`src/rtl/alu_pkg.sv`:
```
// Shared constants for the ALU issue path: ALU op codes, RV32I opcode/funct fields,
// branch classes and the issue FSM state encoding. The ALU uses the same op codes.
package alu_pkg;

  typedef enum logic [3:0] {
    ALU_ADD = 4'h0,
    ALU_SUB = 4'h1,
    ALU_OR  = 4'h2,
    ALU_SLL = 4'h3,
    ALU_SRL = 4'h4,
    ALU_LUI = 4'h5,
    ALU_AND = 4'h6,
    ALU_XOR = 4'h7,
    ALU_BEQ = 4'h8,
    ALU_BNE = 4'h9,
    ALU_BLT = 4'hA,
    ALU_BGE = 4'hB,
    ALU_JAL = 4'hC,
    ALU_SW  = 4'hD
  } alu_op_e;

  localparam logic [6:0] OPC_OP     = 7'b0110011;
  localparam logic [6:0] OPC_OP_IMM = 7'b0010011;
  localparam logic [6:0] OPC_LOAD   = 7'b0000011;
  localparam logic [6:0] OPC_JALR   = 7'b1100111;
  localparam logic [6:0] OPC_STORE  = 7'b0100011;
  localparam logic [6:0] OPC_LUI    = 7'b0110111;
  localparam logic [6:0] OPC_BRANCH = 7'b1100011;
  localparam logic [6:0] OPC_JAL    = 7'b1101111;

  localparam logic [2:0] F3_ADD_SUB = 3'b000;
  localparam logic [2:0] F3_SLL     = 3'b001;
  localparam logic [2:0] F3_XOR     = 3'b100;
  localparam logic [2:0] F3_SRL     = 3'b101;
  localparam logic [2:0] F3_OR      = 3'b110;
  localparam logic [2:0] F3_AND     = 3'b111;
  localparam logic [2:0] F3_WORD    = 3'b010;
  localparam logic [2:0] F3_JALR    = 3'b000;
  localparam logic [2:0] F3_BEQ     = 3'b000;
  localparam logic [2:0] F3_BNE     = 3'b001;
  localparam logic [2:0] F3_BLT     = 3'b100;
  localparam logic [2:0] F3_BGE     = 3'b101;

  localparam logic [6:0] F7_BASE = 7'b0000000;
  localparam logic [6:0] F7_ALT  = 7'b0100000;

  typedef enum logic [1:0] {
    ST_IDLE  = 2'd0,
    ST_ISSUE = 2'd1,
    ST_DONE  = 2'd2
  } issue_state_e;

  typedef enum logic [1:0] {
    BR_NONE = 2'd0,
    BR_COND = 2'd1,
    BR_JAL  = 2'd2
  } br_kind_e;

  function automatic logic [31:0] sext12(input logic [11:0] imm);
    return {{20{imm[11]}}, imm};
  endfunction

endpackage

```
`src/rtl/alu_issue_ctrl_if.sv`:
```
// Instruction-in / ALU / result handshake bundle for alu_issue_ctrl.
interface alu_issue_ctrl_if;
  logic        instr_valid_i;
  logic        instr_ready_o;
  logic [31:0] instr_i;
  logic [31:0] rs1_data_i;
  logic [31:0] rs2_data_i;
  logic [3:0]  alu_op_o;
  logic [31:0] alu_a_o;
  logic [31:0] alu_b_o;
  logic [31:0] alu_result_i;
  logic        alu_zero_i;
  logic        res_valid_o;
  logic        res_ready_i;
  logic [31:0] res_data_o;
  logic        branch_taken_o;

  modport master (
    output instr_valid_i, instr_i, rs1_data_i, rs2_data_i,
    output alu_result_i, alu_zero_i, res_ready_i,
    input  instr_ready_o, alu_op_o, alu_a_o, alu_b_o,
    input  res_valid_o, res_data_o, branch_taken_o
  );

  modport slave (
    input  instr_valid_i, instr_i, rs1_data_i, rs2_data_i,
    input  alu_result_i, alu_zero_i, res_ready_i,
    output instr_ready_o, alu_op_o, alu_a_o, alu_b_o,
    output res_valid_o, res_data_o, branch_taken_o
  );
endinterface

```
`src/rtl/alu_issue_decode.sv`:
```
// Combinational RV32I decode: ALU op, operand selection/immediates and branch class.
// Optional illegal flag output when ALU_ISSUE_ILLEGAL_EN is defined.
module alu_issue_decode
  import alu_pkg::*;
(
  input  logic [31:0] instr_i,
  input  logic [31:0] rs1_data_i,
  input  logic [31:0] rs2_data_i,
  output alu_op_e     op_o,
  output logic [31:0] a_o,
  output logic [31:0] b_o,
  output br_kind_e    br_o
`ifdef ALU_ISSUE_ILLEGAL_EN
  ,
  output logic        illegal_o
`endif
);

  logic [6:0]  opcode_s;
  logic [2:0]  f3_s;
  logic [6:0]  f7_s;
  logic [31:0] i_imm_s;
  logic [31:0] s_imm_s;
  logic [31:0] shamt_s;
  logic        ill_s;
  alu_op_e     op_s;
  logic [31:0] a_s;
  logic [31:0] b_s;
  br_kind_e    br_s;

  assign opcode_s = instr_i[6:0];
  assign f3_s     = instr_i[14:12];
  assign f7_s     = instr_i[31:25];
  assign i_imm_s  = sext12(instr_i[31:20]);
  assign s_imm_s  = sext12({instr_i[31:25], instr_i[11:7]});
  assign shamt_s  = {27'd0, instr_i[24:20]};

  // Opcode/funct decode with operand selection; unknown encodings collapse to ADD 0,0
  always_comb begin
    op_s  = ALU_ADD;
    a_s   = 32'h0000_0000;
    b_s   = 32'h0000_0000;
    br_s  = BR_NONE;
    ill_s = 1'b0;
    case (opcode_s)
      OPC_OP: begin
        a_s = rs1_data_i;
        b_s = rs2_data_i;
        case (f3_s)
          F3_ADD_SUB: begin
            if (f7_s == F7_BASE) begin
              op_s = ALU_ADD;
            end else if (f7_s == F7_ALT) begin
              op_s = ALU_SUB;
            end else begin
              ill_s = 1'b1;
            end
          end
          F3_SLL: op_s = ALU_SLL;
          F3_SRL: begin
            if (f7_s == F7_BASE) begin
              op_s = ALU_SRL;
            end else begin
              ill_s = 1'b1;
            end
          end
          F3_XOR: op_s = ALU_XOR;
          F3_OR:  op_s = ALU_OR;
          F3_AND: op_s = ALU_AND;
          default: ill_s = 1'b1;
        endcase
      end
      OPC_OP_IMM: begin
        a_s = rs1_data_i;
        b_s = i_imm_s;
        case (f3_s)
          F3_ADD_SUB: op_s = ALU_ADD;
          F3_XOR:     op_s = ALU_XOR;
          F3_OR:      op_s = ALU_OR;
          F3_AND:     op_s = ALU_AND;
          F3_SLL, F3_SRL: begin
            b_s  = shamt_s;
            op_s = (f3_s == F3_SLL) ? ALU_SLL : ALU_SRL;
            if (f7_s != F7_BASE) begin
              ill_s = 1'b1;
            end else begin
              ill_s = 1'b0;
            end
          end
          default: ill_s = 1'b1;
        endcase
      end
      OPC_LOAD: begin
        a_s   = rs1_data_i;
        b_s   = i_imm_s;
        ill_s = (f3_s != F3_WORD);
      end
      OPC_JALR: begin
        a_s   = rs1_data_i;
        b_s   = i_imm_s;
        ill_s = (f3_s != F3_JALR);
      end
      OPC_STORE: begin
        op_s  = ALU_SW;
        a_s   = rs1_data_i;
        b_s   = s_imm_s;
        ill_s = (f3_s != F3_WORD);
      end
      OPC_LUI: begin
        op_s = ALU_LUI;
        b_s  = {12'd0, instr_i[31:12]};
      end
      OPC_BRANCH: begin
        a_s  = rs1_data_i;
        b_s  = rs2_data_i;
        br_s = BR_COND;
        case (f3_s)
          F3_BEQ:  op_s = ALU_BEQ;
          F3_BNE:  op_s = ALU_BNE;
          F3_BLT:  op_s = ALU_BLT;
          F3_BGE:  op_s = ALU_BGE;
          default: ill_s = 1'b1;
        endcase
      end
      OPC_JAL: begin
        op_s = ALU_JAL;
        br_s = BR_JAL;
      end
      default: ill_s = 1'b1;
    endcase
    if (ill_s) begin
      op_s = ALU_ADD;
      a_s  = 32'h0000_0000;
      b_s  = 32'h0000_0000;
      br_s = BR_NONE;
    end else begin
      op_s = op_s;
    end
  end

  assign op_o = op_s;
  assign a_o  = a_s;
  assign b_o  = b_s;
  assign br_o = br_s;
`ifdef ALU_ISSUE_ILLEGAL_EN
  assign illegal_o = ill_s;
`endif

endmodule

```
`src/rtl/alu_issue_ctrl.sv`:
```
// Single-instruction ALU issue controller: IDLE -> ISSUE -> DONE handshake around an external ALU.
// Define ALU_ISSUE_ILLEGAL_EN to add the illegal_o output flagging undecodable instructions.
module alu_issue_ctrl
  import alu_pkg::*;
(
  input  logic             clk,
  input  logic             reset,
  alu_issue_ctrl_if.slave  bus
`ifdef ALU_ISSUE_ILLEGAL_EN
  ,
  output logic             illegal_o
`endif
);

  issue_state_e state_r;
  issue_state_e state_s;
  logic         accept_s;

  alu_op_e      dec_op_s;
  logic [31:0]  dec_a_s;
  logic [31:0]  dec_b_s;
  br_kind_e     dec_br_s;

  alu_op_e      op_r;
  logic [31:0]  a_r;
  logic [31:0]  b_r;
  br_kind_e     br_r;
  logic [31:0]  res_data_r;
  logic         taken_r;
  logic         res_valid_r;
  logic         ready_r;

`ifdef ALU_ISSUE_ILLEGAL_EN
  logic         dec_ill_s;
  logic         ill_pend_r;
  logic         illegal_r;
`endif

  alu_issue_decode u_decode (
    .instr_i    (bus.instr_i),
    .rs1_data_i (bus.rs1_data_i),
    .rs2_data_i (bus.rs2_data_i),
    .op_o       (dec_op_s),
    .a_o        (dec_a_s),
    .b_o        (dec_b_s),
    .br_o       (dec_br_s)
`ifdef ALU_ISSUE_ILLEGAL_EN
    ,
    .illegal_o  (dec_ill_s)
`endif
  );

  // Next-state logic; accept only from IDLE
  always_comb begin
    state_s  = state_r;
    accept_s = 1'b0;
    case (state_r)
      ST_IDLE: begin
        if (bus.instr_valid_i) begin
          accept_s = 1'b1;
          state_s  = ST_ISSUE;
        end else begin
          state_s  = ST_IDLE;
        end
      end
      ST_ISSUE: state_s = ST_DONE;
      ST_DONE: begin
        if (bus.res_ready_i) begin
          state_s = ST_IDLE;
        end else begin
          state_s = ST_DONE;
        end
      end
      default: state_s = ST_IDLE;
    endcase
  end

  // State register
  always_ff @(posedge clk) begin
    if (reset) begin
      state_r <= ST_IDLE;
    end else begin
      state_r <= state_s;
    end
  end

  // Operand capture on accept, result/branch capture in ISSUE, result handshake in DONE
  always_ff @(posedge clk) begin
    if (reset) begin
      op_r        <= ALU_ADD;
      a_r         <= 32'h0000_0000;
      b_r         <= 32'h0000_0000;
      br_r        <= BR_NONE;
      res_data_r  <= 32'h0000_0000;
      taken_r     <= 1'b0;
      res_valid_r <= 1'b0;
      ready_r     <= 1'b1;
    end else begin
      ready_r <= (state_s == ST_IDLE);
      if (accept_s) begin
        op_r <= dec_op_s;
        a_r  <= dec_a_s;
        b_r  <= dec_b_s;
        br_r <= dec_br_s;
      end
      if (state_r == ST_ISSUE) begin
        res_data_r  <= bus.alu_result_i;
        taken_r     <= (br_r == BR_JAL) || ((br_r == BR_COND) && !bus.alu_zero_i);
        res_valid_r <= 1'b1;
      end else if ((state_r == ST_DONE) && bus.res_ready_i) begin
        res_valid_r <= 1'b0;
      end
    end
  end

`ifdef ALU_ISSUE_ILLEGAL_EN
  // Illegal flag follows the same timing as res_valid_o
  always_ff @(posedge clk) begin
    if (reset) begin
      ill_pend_r <= 1'b0;
      illegal_r  <= 1'b0;
    end else begin
      if (accept_s) begin
        ill_pend_r <= dec_ill_s;
      end
      if (state_r == ST_ISSUE) begin
        illegal_r <= ill_pend_r;
      end else if ((state_r == ST_DONE) && bus.res_ready_i) begin
        illegal_r <= 1'b0;
      end
    end
  end

  assign illegal_o = illegal_r;
`endif

  assign bus.instr_ready_o  = ready_r;
  assign bus.alu_op_o       = op_r;
  assign bus.alu_a_o        = a_r;
  assign bus.alu_b_o        = b_r;
  assign bus.res_valid_o    = res_valid_r;
  assign bus.res_data_o     = res_data_r;
  assign bus.branch_taken_o = taken_r;

endmodule

```
`src/flat_wrapper.sv`:
```
// flat-port wrapper written by rule: the top's interface ports become plain ports
module alu_issue_ctrl_flat import alu_pkg::*;
  (clk, reset, bus_instr_valid_i, bus_instr_i, bus_rs1_data_i, bus_rs2_data_i, bus_alu_result_i, bus_alu_zero_i, bus_res_ready_i, bus_instr_ready_o, bus_alu_op_o, bus_alu_a_o, bus_alu_b_o, bus_res_valid_o, bus_res_data_o, bus_branch_taken_o);
  alu_issue_ctrl_if bus_i ();
  input  logic clk;
  input  logic reset;
  input wire logic [$bits(bus_i.instr_valid_i)-1:0] bus_instr_valid_i;
  input wire logic [$bits(bus_i.instr_i)-1:0] bus_instr_i;
  input wire logic [$bits(bus_i.rs1_data_i)-1:0] bus_rs1_data_i;
  input wire logic [$bits(bus_i.rs2_data_i)-1:0] bus_rs2_data_i;
  input wire logic [$bits(bus_i.alu_result_i)-1:0] bus_alu_result_i;
  input wire logic [$bits(bus_i.alu_zero_i)-1:0] bus_alu_zero_i;
  input wire logic [$bits(bus_i.res_ready_i)-1:0] bus_res_ready_i;
  output wire logic [$bits(bus_i.instr_ready_o)-1:0] bus_instr_ready_o;
  output wire logic [$bits(bus_i.alu_op_o)-1:0] bus_alu_op_o;
  output wire logic [$bits(bus_i.alu_a_o)-1:0] bus_alu_a_o;
  output wire logic [$bits(bus_i.alu_b_o)-1:0] bus_alu_b_o;
  output wire logic [$bits(bus_i.res_valid_o)-1:0] bus_res_valid_o;
  output wire logic [$bits(bus_i.res_data_o)-1:0] bus_res_data_o;
  output wire logic [$bits(bus_i.branch_taken_o)-1:0] bus_branch_taken_o;
  assign bus_i.instr_valid_i = bus_instr_valid_i;
  assign bus_i.instr_i = bus_instr_i;
  assign bus_i.rs1_data_i = bus_rs1_data_i;
  assign bus_i.rs2_data_i = bus_rs2_data_i;
  assign bus_i.alu_result_i = bus_alu_result_i;
  assign bus_i.alu_zero_i = bus_alu_zero_i;
  assign bus_i.res_ready_i = bus_res_ready_i;
  assign bus_instr_ready_o = bus_i.instr_ready_o;
  assign bus_alu_op_o = bus_i.alu_op_o;
  assign bus_alu_a_o = bus_i.alu_a_o;
  assign bus_alu_b_o = bus_i.alu_b_o;
  assign bus_res_valid_o = bus_i.res_valid_o;
  assign bus_res_data_o = bus_i.res_data_o;
  assign bus_branch_taken_o = bus_i.branch_taken_o;
  alu_issue_ctrl u_core (.clk(clk), .reset(reset), .bus(bus_i));
endmodule
```
`config.mk`:
```
export PLATFORM = sky130hd
export DESIGN_NAME = alu_issue_ctrl_flat
export DESIGN_NICKNAME = d
export VERILOG_FILES = /design/src/rtl/alu_pkg.sv /design/src/rtl/alu_issue_ctrl_if.sv /design/src/rtl/alu_issue_decode.sv /design/src/rtl/alu_issue_ctrl.sv /design/src/flat_wrapper.sv
export SDC_FILE = /design/constraint.sdc
export NUM_CORES = 1
export LEC_CHECK = 0
export ABC_AREA = 1
export CORE_ASPECT_RATIO = 0.9
export CORE_MARGIN = 1
export CORE_UTILIZATION = 39
export CTS_CLUSTER_DIAMETER = 40
export DETAILED_ROUTE_END_ITERATION = 8
export PLACE_DENSITY_LB_ADDON = 0.3
export SLEW_MARGIN = 25
export SYNTH_ARGS = -nofsm -noshare
export SYNTH_HDL_FRONTEND = slang
export SYNTH_SLANG_ARGS = --single-unit
```
`constraint.sdc`:
```
create_clock -name clk -period 1.5 [get_ports clk]
set_input_delay 0.225 -clock clk [delete_from_list [all_inputs] [get_ports clk]]
set_output_delay 0.225 -clock clk [all_outputs]
set_load 0.1 [all_outputs]
```
# Word level (Yosys, flattened, before mapping)

Index checks and enable logic that the tools add are counted.

Eq/ne operators: 19
Multiplexer cells: 31
Reductions and logical operators: 20

Operators by type and width:

| kind               | number |
|---|---|
| $pmux 32 s5        | 1 |
| $mux 32            | 4 |
| $eq 7x6->1 const B | 4 |
| $pmux 4 s6         | 1 |
| $eq 7x7->1 const B | 3 |
| $pmux 3 s6         | 1 |
| $pmux 4 s4         | 1 |
| $eq 3x3->1 const B | 4 |
| $mux 1             | 12 |
| $pmux 3 s4         | 1 |
| $reduce_or 4->1    | 3 |
| $reduce_or 2->1    | 5 |
| $eq 7x2->1 const B | 1 |
| $eq 7x5->1 const B | 1 |
| $logic_not 7->1    | 1 |
| $reduce_bool 7->1  | 1 |
| $mux 3             | 2 |
| $pmux 1 s6         | 1 |
| $pmux 2 s3         | 1 |
| $reduce_or 6->1    | 1 |
| $eq 2x1->1 const B | 2 |
| $eq 2x2->1 const B | 2 |
| $logic_not 2->1    | 2 |
| $mux 2             | 2 |
| 12 further kinds   | 13 |

Flip-flop bits (word level): 107
Input port bits: 133
Output and inout port bits: 103

# Logic depth before layout (Yosys ltp)

Depth in word-level cells: 6
Depth in mapped cells: 13
Gate-level depth less buffers: 12

# By module

Synthesis repeated with hierarchy kept, for this count alone.

Cells, all modules: 905
Area total of the unflattened synthesis: 5784.3 um2

Modules (own cells, without submodules):

| module           | instances | cells an instance | area an instance (um2) | seq. area each (um2) |
|---|---|---|---|---|
| alu_issue_ctrl   | 1         | 557               | 4284.1                 | 2142.1 |
| alu_issue_decode | 1         | 348               | 1500.2                 | 0.0 |

# Worst setup path after synthesis

No wires, ideal clock.

Path type: input -> register
From: input port bus_instr_i[13]
To: register u_core.b_r[10] (netlist: u_core.bus.alu_b_o[10])
Data arrival time: 1.349 ns
Data required time: 1.430 ns
Setup slack: 0.080 ns
Stages on the path: 11
Buffers on the path: 2
Path through: buf_4 -> nor2_4 -> nand2_1 -> nand3_1 -> nand2_1 -> clkinv_1 -> nand3_2 -> nor2_4 -> buf_6 -> nand4_1 -> a21oi_1

Cells in the longest elaborated chain, start to end: 5
Elaborated cells on any way between the ends: 19
Those cells by class: 6 x eq/ne; 7 x mux; 6 x reduce/logical

Ends and longest elaborated chain:

| what                                                                | line                                                                    | RTL |
|---|---|---|
| start, declared                                                     | flat_wrapper.sv:8                                                       | `input wire logic [$bits(bus_i.instr_i)-1:0] bus_instr_i;` |
| $eq 3x1->1, or another cell as far along                            | alu_issue_decode.sv:49, alu_issue_decode.sv:76, alu_issue_decode.sv:117 |  |
| $reduce_or 4->1 (no line) / $reduce_or 2->1 (equally long branches) | -                                                                       |  |
| $pmux 1 s3, or another cell as far along                            | alu_issue_decode.sv:49                                                  | `case (f3_s)` |
| $pmux 1 s6 / $pmux 32 s5 (equally long branches)                    | alu_issue_decode.sv:45                                                  | `case (opcode_s)` |
| $mux 32 (*)                                                         | alu_issue_decode.sv:131                                                 | `if (ill_s) begin` |
| end signal, assigned                                                | alu_issue_ctrl.sv:103                                                   | `b_r <= dec_b_s;` |
| end, declared                                                       | alu_issue_ctrl.sv:26                                                    | `logic [31:0] b_r;` |

Mark *: on every way between the ends. The rest lies on a longest branch, timed or not.
A chain may end at the register's enable or synchronous reset.

# Worst setup path after layout

From: input port bus_instr_i[13]
To: register u_core.op_r[3] (netlist: u_core.bus.alu_op_o[3])

Cells in the longest elaborated chain, start to end: 5
Elaborated cells on any way between the ends: 19
Those cells by class: 6 x eq/ne; 7 x mux; 6 x reduce/logical

Ends and longest elaborated chain:

| what                                                                | line                                                                    | RTL |
|---|---|---|
| $eq 3x1->1, or another cell as far along                            | alu_issue_decode.sv:49, alu_issue_decode.sv:76, alu_issue_decode.sv:117 |  |
| $reduce_or 4->1 (no line) / $reduce_or 2->1 (equally long branches) | -                                                                       |  |
| $pmux 1 s3, or another cell as far along                            | alu_issue_decode.sv:49                                                  |  |
| $pmux 1 s6                                                          | alu_issue_decode.sv:45                                                  |  |
| $mux 4 (*)                                                          | alu_issue_decode.sv:131                                                 |  |
| end signal, assigned                                                | alu_issue_ctrl.sv:101                                                   | `op_r <= dec_op_s;` |
| end, declared                                                       | alu_issue_ctrl.sv:24                                                    | `alu_op_e op_r;` |

Marks and branches as above.

==> summary.md <==
| Metric | Value |
|---|---|
| Clock sink count | `107` |
| CTS tree | `built` |
| Slew headroom | `63.95%` |
| Startpoint Class | `primary input` |
| Initial antenna violation count | `0` |
| Clock latency on the worst-skew pair | `360 ps` |
| Fill count | `937` |
| Minimum clock period after layout | `1567 ps` |
| Detail Route Antenna Nets | `0` |
| DRC viols | `0` |
| RSZ-0062 raised after global routing | `yes` |
| CP max FO | `7` |
| Max Fclk | `638.1 MHz` |
| Post-synthesis cell type count | `26` |
| Die area | `0.01444 sq mm` |
| Arrival time worst endpoint | `1860 ps` |
| Root buf cell | `clkbuf_16` |
| Die height | `114.1 um` |
| Starting Density | `40.44%` |
| Row cnt | `40` |
| Final hold slack | `297.9 ps` |
| Worst Skew | `5.045 ps` |
| I/O Pins | `236` |
| Failing checks | `negative setup slack` |
| CP peak stage delay | `230 ps` |
| Cell count after synthesis | `829` |
| DRT met1 WL | `8921 um` |
| All-layer global routing usage | `27.41%` |
| Final #Nets | `1,251` |
| Crit-path cells | `clkdlybuf4s15_1 > buf_6 > nor2_4 > nand3_4 > nand3_2 > buf_4 > nand3_2 > nor2_4 > buf_6 > clkbuf_16 > nand2_4 > a21oi_1` |
| Proportion of layout cells with a drive suffix above 1 | `30.19%` |
| Worst Path Class, Setup | `in -> reg` |
| IO buf count | `235` |
| Core footprint | `0.01346 sq mm` |
| Largest net degree at the start of global routing | `47` |
| DR WL met3 | `1719 um` |
| Mapped cell area | `0.005444 sq mm` |
| First-pass GRT wire length | `31,020 um` |
| Sequential Area | `0.002142 sq mm` |
| Crit end category | `flip-flop` |
| Met2 wire length | `10,170 um` |
| Crit-path slowest cell | `nor2_4` |
| Final WS setup | `-67.10 ps` |
| N_diodes | `0` |
| Post-Route WL | `21,170 um` |
| Number of global-route vias before repair | `6,216` |
| Leak | `4.517 nW` |
| Pre-CTS setup slack | `-682.8 ps` |
| Post-placement cell count | `1,240` |
| Synth Warn # | `0` |
| Clock-pin slew on the worst setup and hold paths | `80 ps` |
| Peak VDD IR | `0.6342 mV` |
| Synthesized flop and latch total | `107` |
| Max Cap Viol | `0` |
| Hold Fails Final Rpt | `0` |
| Syn_nets | `962` |
| Final setup fails | `33` |
| Register area share after synthesis | `39.35%` |
| Post-detail-place hpwl | `13,720 um` |
| Multi-input combinational cell area | `0.003059 sq mm` |
| GRT overflow | `0` |
| PD cells | `721.9 mW/mm^2` |
| Clk buf depth | `2` |
| Pre-antenna DRT Iters | `5` |
| Highest metal used | `met4` |
| Routability cong. | `0.9018` |
| Mean Syn Cell Area | `6.567 sq um` |
| Outcome | `finished, violations left` |
| Die width | `126.5 um` |
| Total Power | `0.007599 W` |
| Routed vias | `6,611` |
| Fin cells | `1,291` |
| Hold_buf cts | `0` |
| Period Utilization, post-route | `104.5%` |
| Syn-to-layout area delta | `93.36%` |
| Worst-margin pin slew | `540.8 ps` |
| Fin. max-slew vios | `0` |
| 1st-iter DRT viols | `451` |
| CTS buffer count | `9` |
| Via density per instance | `5.121` |
| Required time of the critical path | `1790 ps` |
| H-tree depth | `3` |
| DR WL/cell | `16.39 um` |
| Hold Crit Class | `in -> reg` |
[metrics by stage]
stage | instance area, sq um | utilization, % | setup TNS [ps]
CTS | 9998 | 74.27 | -602.3
global placement | 9320 | 69.23 | -41250
floorplan | 5444 | - | 0
finish | 10530 | 78.19 | -879.1
global route | 10530 | 78.19 | -3606
detailed placement | 9320 | 69.23 | -43090
[power by group]
| part | total, W | switching [W] | leakage, nW | internal (W) |
|---|---|---|---|---|
| clock | 0.00268 | 0.00118 | 0.159 | 0.00149 |
| combinational | 0.00194 | 0.00109 | 3.49 | 0.000850 |
| sequential | 0.00299 | 0.0000726 | 0.868 | 0.00291 |
[timing repair]
item | CTS | global route
buffers inserted | 9 | 13
setup endpoints to repair | 69 | 69
pin swaps | 14 | 42
resized for setup | 76 | 110
gates cloned | 6 | 8
[worst paths after layout]
check / slack, ps / to / start / depth (start not counted)
max: -70 / u_core.bus.alu_op_o[3]$_SDFFE_PP0P_ / bus_instr_i[13] / 12
min: 300 / u_core.bus.res_data_o[25]$_SDFFE_PP0P_ / reset / 4
max reg2reg: 90 / u_core.bus.alu_b_o[18]$_SDFFE_PP0P_ / u_core.state_r[0]$_SDFF_PP0_ / 8
min reg2reg: 490 / u_core.br_r[1]$_SDFFE_PP0P_ / u_core.br_r[1]$_SDFFE_PP0P_ / 2
[worst max-delay path: cells and delay by family]
kind | cells | cell delay [ps]
compound gates | 1 | 130
buf+inv | 5 | 770
simple gates | 6 | 730
[kinds of logic after synthesis]
| kind of cell | share of synthesized area, % |
|---|---|
| and+or+nand+nor | 37.26 |
| buffers and inverters | 11.51 |
| DFF | 39.35 |
| AOI/OAI and AO/OA | 11.88 |
[layer usage]
metal  global-route usage [%]  vias to the layer above
met3                    7.243                       33
met1                    34.42                     3056
li1                         -                     3235
met5                        0                        -
met2                    45.97                      287
met4                    8.675                        0
[state kept, by name, summed over array words and instances, names as in the netlist]
signal,count
u_core.bus.alu_b_o,32
u_core.bus.res_valid_o,1
u_core.bus.instr_ready_o,1
u_core.state_r,2
u_core.bus.branch_taken_o,1
u_core.bus.res_data_o,32
u_core.br_r,2
u_core.bus.alu_op_o,4
u_core.bus.alu_a_o,32
[cell type report]
cell class,count,area share (%)
clock buffer,9,2.140
timing repair buffer,333,42.67
multi-input combinational,594,29.06
inverter,73,2.734
tap,168,1.997
clock inverter,7,1.046
sequential,107,20.35
[cells in the final DEF, fill, tap and decap left out, types with 2 or more instances in the layout]
master / n
a21oi_1: 64
a21oi_2: 17
a22oi_1: 6
inv_6: 2
nand3b_1: 5
bufinv_16: 2
clkdlybuf4s15_1: 2
o21ai_0: 36
clkinvlp_4: 2
nand3_1: 10
clkdlybuf4s50_1: 114
buf_6: 11
nand3_4: 4
nand4_1: 46
nor2_1: 161
clkbuf_16: 15
buf_12: 116
dfxtp_1: 107
buf_4: 62
nand3_2: 12
nand2_4: 13
nand2_1: 169
nor2_4: 13
inv_2: 8
buf_8: 2
buf_2: 5
nor2_2: 9
inv_4: 4
clkbuf_2: 8
inv_1: 59
buf_16: 6
nand2_2: 22
nor3_4: 2
[cells in the mapped netlist]
cell type	n	area, sq um
a21oi_1	81	405.4
a21oi_2	1	8.760
a22oi_1	6	45.04
buf_2	9	45.04
buf_4	4	30.03
buf_6	16	180.2
clkbuf_1	26	97.59
clkinv_1	2	7.510
dfxtp_1	107	2142
inv_1	63	236.5
inv_2	8	30.03
nand2_1	196	735.7
nand2_2	8	50.05
nand3_1	21	105.1
nand3_2	5	50.05
nand3b_1	5	37.54
nand4_1	46	287.8
nor2_1	176	660.6
nor2_2	2	12.51
nor2_4	5	56.30
nor3_1	2	10.01
nor3_2	1	10.01
o211ai_1	1	7.510
o21ai_0	36	180.2
or2_2	1	6.260
or3_1	1	6.260
(Power assumes the default switching activity.)
